File: src/rtl/axis_detector_packer_pkg.sv
// ============================================================================
// Module      : axis_detector_packer_pkg
// Description : Shared constants and state encoding for the detector packer.
// Revision    : 1.0
// ============================================================================
`default_nettype none

package axis_detector_packer_pkg;

    localparam logic [7:0]  C_HDR_MAGIC = 8'hA5;
    localparam int unsigned C_NUM_BEATS = 5;
    localparam int unsigned C_BEAT_W    = 3;

    typedef enum logic [1:0] {
        IDLE = 2'd0,
        CALC = 2'd1,
        SEND = 2'd2
    } state_t;

    function automatic logic [31:0] make_header(
        input logic [7:0] magic,
        input logic [7:0] seq,
        input logic [6:0] popcnt
    );
        return {magic, seq, 9'd0, popcnt};
    endfunction

endpackage

`default_nettype wire

File: src/rtl/axis_detector_packer_popcount64.sv
// ============================================================================
// Module      : popcount64
// Description : Combinational count of set bits in a 64-bit word (0..64).
// Revision    : 1.0
// ============================================================================
`default_nettype none

module popcount64 (
    input  logic [63:0] i_data,
    output logic [6:0]  o_count
);

    logic [6:0] w_sum;

    always_comb begin
        w_sum = 7'd0;
        for (int i = 0; i < 64; i++) begin
            w_sum = w_sum + {6'd0, i_data[i]};
        end
    end

    assign o_count = w_sum;

endmodule

`default_nettype wire

File: src/rtl/axis_detector_packer.sv
// ============================================================================
// Module      : axis_detector_packer
// Description : Accepts 128-bit hit events and emits 5-beat 32-bit packets.
// Revision    : 1.0
// ============================================================================
`default_nettype none

module axis_detector_packer
    import axis_detector_packer_pkg::*;
#(
    parameter logic [7:0] HDR_MAGIC = C_HDR_MAGIC
) (
    input  logic         aclk,
    input  logic         aresetn,
    input  logic [127:0] s_axis_tdata,
    input  logic         s_axis_tvalid,
    output logic         s_axis_tready,
    output logic [31:0]  m_axis_tdata,
    output logic         m_axis_tvalid,
    input  logic         m_axis_tready,
    output logic         m_axis_tlast,
    output logic [31:0]  sts_data
);

    state_t                r_state;
    state_t                w_next;
    logic [C_BEAT_W-1:0]   r_beat;
    logic [7:0]            r_seq;
    logic [127:0]          r_event;
    logic [6:0]            r_popcnt;
    logic [31:0]           r_sts;
    logic                  r_s_ready;
    logic [6:0]            w_popcnt;
    logic                  w_accept;
    logic                  w_beat_hs;
    logic                  w_last_beat;
    logic [31:0]           w_tdata;

    popcount64 u_popcount (
        .i_data  (r_event[63:0]),
        .o_count (w_popcnt)
    );

    assign w_accept    = s_axis_tvalid && r_s_ready;
    assign w_beat_hs   = (r_state == SEND) && m_axis_tready;
    assign w_last_beat = (r_beat == C_BEAT_W'(C_NUM_BEATS - 1));

    always_comb begin
        w_next = r_state;
        case (r_state)
            IDLE:    if (w_accept) w_next = CALC;
            CALC:    w_next = SEND;
            SEND:    if (w_beat_hs && w_last_beat) w_next = IDLE;
            default: w_next = IDLE;
        endcase
    end

    // Ready is registered so it stays low while reset is held and rises on the first edge after.
    always_ff @(posedge aclk or negedge aresetn) begin
        if (!aresetn) begin
            r_state   <= IDLE;
            r_s_ready <= 1'b0;
            r_beat    <= '0;
            r_seq     <= 8'd0;
            r_event   <= '0;
            r_popcnt  <= 7'd0;
            r_sts     <= 32'd0;
        end else begin
            r_state   <= w_next;
            r_s_ready <= (w_next == IDLE);
            if (w_accept) begin
                r_event <= s_axis_tdata;
            end
            if (r_state == CALC) begin
                r_popcnt <= w_popcnt;
                r_beat   <= '0;
            end else if (w_beat_hs) begin
                if (w_last_beat) begin
                    r_beat <= '0;
                    r_seq  <= r_seq + 8'd1;
                    r_sts  <= r_sts + 32'd1;
                end else begin
                    r_beat <= r_beat + C_BEAT_W'(1);
                end
            end
        end
    end

    always_comb begin
        w_tdata = 32'd0;
        case (r_beat)
            3'd0:    w_tdata = make_header(HDR_MAGIC, r_seq, r_popcnt);
            3'd1:    w_tdata = r_event[95:64];
            3'd2:    w_tdata = r_event[127:96];
            3'd3:    w_tdata = r_event[31:0];
            3'd4:    w_tdata = r_event[63:32];
            default: w_tdata = 32'd0;
        endcase
    end

    assign s_axis_tready = r_s_ready;
    assign m_axis_tvalid = (r_state == SEND);
    assign m_axis_tlast  = (r_state == SEND) && w_last_beat;
    assign m_axis_tdata  = w_tdata;
    assign sts_data      = r_sts;

endmodule

`default_nettype wire

File: config.mk
export PLATFORM = sky130hd
export DESIGN_NAME = axis_detector_packer
export DESIGN_NICKNAME = d
export VERILOG_FILES = /design/src/rtl/axis_detector_packer_pkg.sv /design/src/rtl/axis_detector_packer_popcount64.sv /design/src/rtl/axis_detector_packer.sv
export SDC_FILE = /design/constraint.sdc
export NUM_CORES = 1
export LEC_CHECK = 0
export CORE_MARGIN = 3
export CORE_UTILIZATION = 39
export DETAILED_ROUTE_END_ITERATION = 16
export PLACE_DENSITY = 0.7
export SLEW_MARGIN = 20
export SYNTH_ARGS = -nofsm -noshare
export SYNTH_HDL_FRONTEND = slang
export SYNTH_SLANG_ARGS = --single-unit
File: constraint.sdc
create_clock -name aclk -period 9.3 [get_ports aclk]
set_input_delay 1.86 -clock aclk [delete_from_list [all_inputs] [get_ports aclk]]
set_output_delay 1.86 -clock aclk [all_outputs]
set_load 0.05 [all_outputs]
==> reports/metrics.yaml <==
outcome:
  status: "finished, final reports clean"
critical_path:
  start_kind: "flop"
  ff2ff_setup_slack_ns: 3.02
  critPathSlowestCell: "fa_1"
  cp_num_buf_inv: 2
  critPathMaxFanout: 3
  cp.arrival_ns: 6.57
  worstSetupStartpoint: "r_event[0]"
  critPathRequiredTime_ns: 9.59
  r2r-start: "r_event[0]"
  slowest_delay_ns: 0.55
  path_class: "reg -> reg"
  rr_worst_depth: 17
  crit_chain: "ha_1 > inv_1 > fa_1 > fa_1 > fa_1 > fa_1 > fa_1 > fa_1 > fa_1 > fa_1 > inv_1 > fa_1 > fa_1 > a21o_1 > a21oi_1 > xnor2_1 > o21ai_0"
  timing.rr.end: "r_popcnt[4]"
  crit_top_cell: "fa_1"
  crit_family: "adder cells"
  worstSetupEndpointType: "flop"
worst_hold_path:
  hold_path.class: "reg -> reg"
  hold_start: "sts_data[31]"
  hold_end: "sts_data[31]"
  whs_path_depth: 1
timing:
  min_period_ns: 6.28
  hold_viol: 0
  maxSlewViolCount: 0
  setup-violations-final: 0
  slew_headroom_pct: 33.8
  fin_setup_tns_ns: 0
  rsz0062_at_grt: "false"
  worst_slew_pin_slew_ns: 0.984
  fmax_ghz: 0.159
  post-route-period-util_pct: 67.6
  finClkSkew_ns: 0.0119
yosys:
  synthCells: 790
  synth-edff-count: 0
  yosysTopAreaCell: "dfrtp_1"
  netlist_area_um2: 9650
  synthArstFlopShare_pct: 100
  yosys-top-cells-count: "dfrtp_1 (181), mux2_2 (130), inv_1 (98)"
  synthMostInstantiatedCell: "dfrtp_1"
  synth_area_leaders: "dfrtp_1 (47%), mux2_2 (15%), fa_1 (11%), inv_1 (3.8%), a22oi_1 (3.7%)"
  synthFlopType: "dfrtp_1"
  synth_warnings: 0
  yosys.cell_types.count: 43
  synth_top_area_share_pct: 46.9
  synth_nets: 999
  synth-seq-cells: 181
  seq_area_frac_synth_pct: 46.9
  post_synth.cell_area_avg_um2: 12.2
global_route:
  grt_pass1_wl_um: 39100
  grt_pass1_vias: 7151
  grt-ovfl-total: 0
  grt_max_degree: 108
  antenna_found_initial: 0
  track_usage_pct: 19.2
cts:
  cts_buffer_depth: 2
  root_buffer: "clkbuf_16"
  cts_sinks: 181
  clk_latency_ns: 0.44
  cts_hold_buffers: 0
  clk_pin_slew_ns: 0.07
  ctsHtreeMaxLevel: 4
  cts_tree: "built"
  cts_buffers: 17
  post-cts-setup-buffers: 0
  post_cts_resized: 0
floorplan:
  start_util_pct: 40.4
  ios: 199
  core.rowCount: 56
  die_h_um: 163
  coreArea_um2: 23900
  die_x_um: 163
  die-area_um2: 26700
run:
  cap_violations: 0
placed_design:
  hpwlAfterDp_um: 19100
  port_buffers: 198
  routabilityCongestion: 0.861
  placed_cell_area_um2: 11900
routing:
  routedWlPerCell_um: 19.2
  firstDrtPassIters: 6
  drt-total-wl_um: 25200
  drtIter0Drc: 469
  drtAntennaViolNets: 0
  drc_errors: 0
  viasPerCell: 5.17
  dr_total_vias: 6769
layout:
  fin_area_um2: 12500
  area_growth_pct: 29.5
  antenna_cells: 0
  final_nets: 1187
  layout-drive-gt1-share_pct: 18.3
==> layer usage <==
metal | track usage [%] | vias up | share of wire, %
li1 | - | 3099 | -
met1 | 26.5 | 3453 | 44
met2 | 31.7 | 203 | 49
met3 | 3.91 | 14 | 6.1
met4 | 3.96 | 0 | 0.94
met5 | 0 | - | 0
==> how the worst max path moves through the flow <==
stage	slack, ns	end	cells past startpoint
4_1_cts	3.01	r_popcnt[4]	17
3_5_place_dp	3.02	r_popcnt[4]	17
2_1_floorplan	3.27	r_popcnt[4]	17
5_1_grt	2.78	r_popcnt[4]	17
3_3_place_gp	3.12	r_popcnt[4]	17
6_report	3.02	r_popcnt[4]	17
==> logic make-up after synthesis <==
family	share of synthesized area, %
fa+ha+maj	14.2
flops	46.9
simple gates	7.20
buf+inv	5.55
xor+xnor	3.72
mux	15.3
compound gates	7.12
==> final cells by class <==
cell class / count / area [um2]
tap: 319 / 399
clock buffer: 17 / 425
clock inverter: 15 / 139
fill: 2106 / 11400
timing repair buffer: 205 / 2040
sequential: 181 / 4530
inverter: 98 / 368
multi-input combinational: 475 / 4600
==> placed cells by master (no fill, tap or decap), types with 5 or more instances in the layout <==
cell | Yosys | routed
o21ai_0 | 14 | 14
nand2_1 | 46 | 45
and3_1 | 5 | 5
nor2_1 | 9 | 9
a22oi_1 | 48 | 48
xnor2_1 | 34 | 34
xor2_1 | 7 | 7
buf_4 | 1 | 7
clkbuf_16 | 0 | 17
nand4_1 | 24 | 24
ha_1 | 23 | 23
dfrtp_1 | 181 | 181
inv_1 | 98 | 98
inv_6 | 0 | 5
nand3_1 | 23 | 23
a21oi_1 | 9 | 9
fa_1 | 54 | 54
a222oi_1 | 12 | 12
mux2_2 | 130 | 130
clkdlybuf4s50_1 | 0 | 197
==> flip-flops by register name (all words and copies together), names as in the netlist <==
signal	count
sts_data	32
r_state	2
s_axis_tready	1
r_popcnt	7
r_seq	8
r_event	128
r_beat	3
==> stage by stage <==
step	utilization (%)	setup WS [ns]	hold slack (ns)	std cells
after floorplan	-	3.27	0.446	790
after global placement	49.9	3.12	0.462	1278
after detailed placement	49.9	3.02	0.470	1278
after CTS	52.3	3.01	0.480	1310
after global routing	52.3	2.78	0.512	1310
final	52.3	3.02	0.479	1310
Power is left out: the tool's default activity adds up to more than one toggle a clock period on the data nets, which glitch-free logic cannot reach.
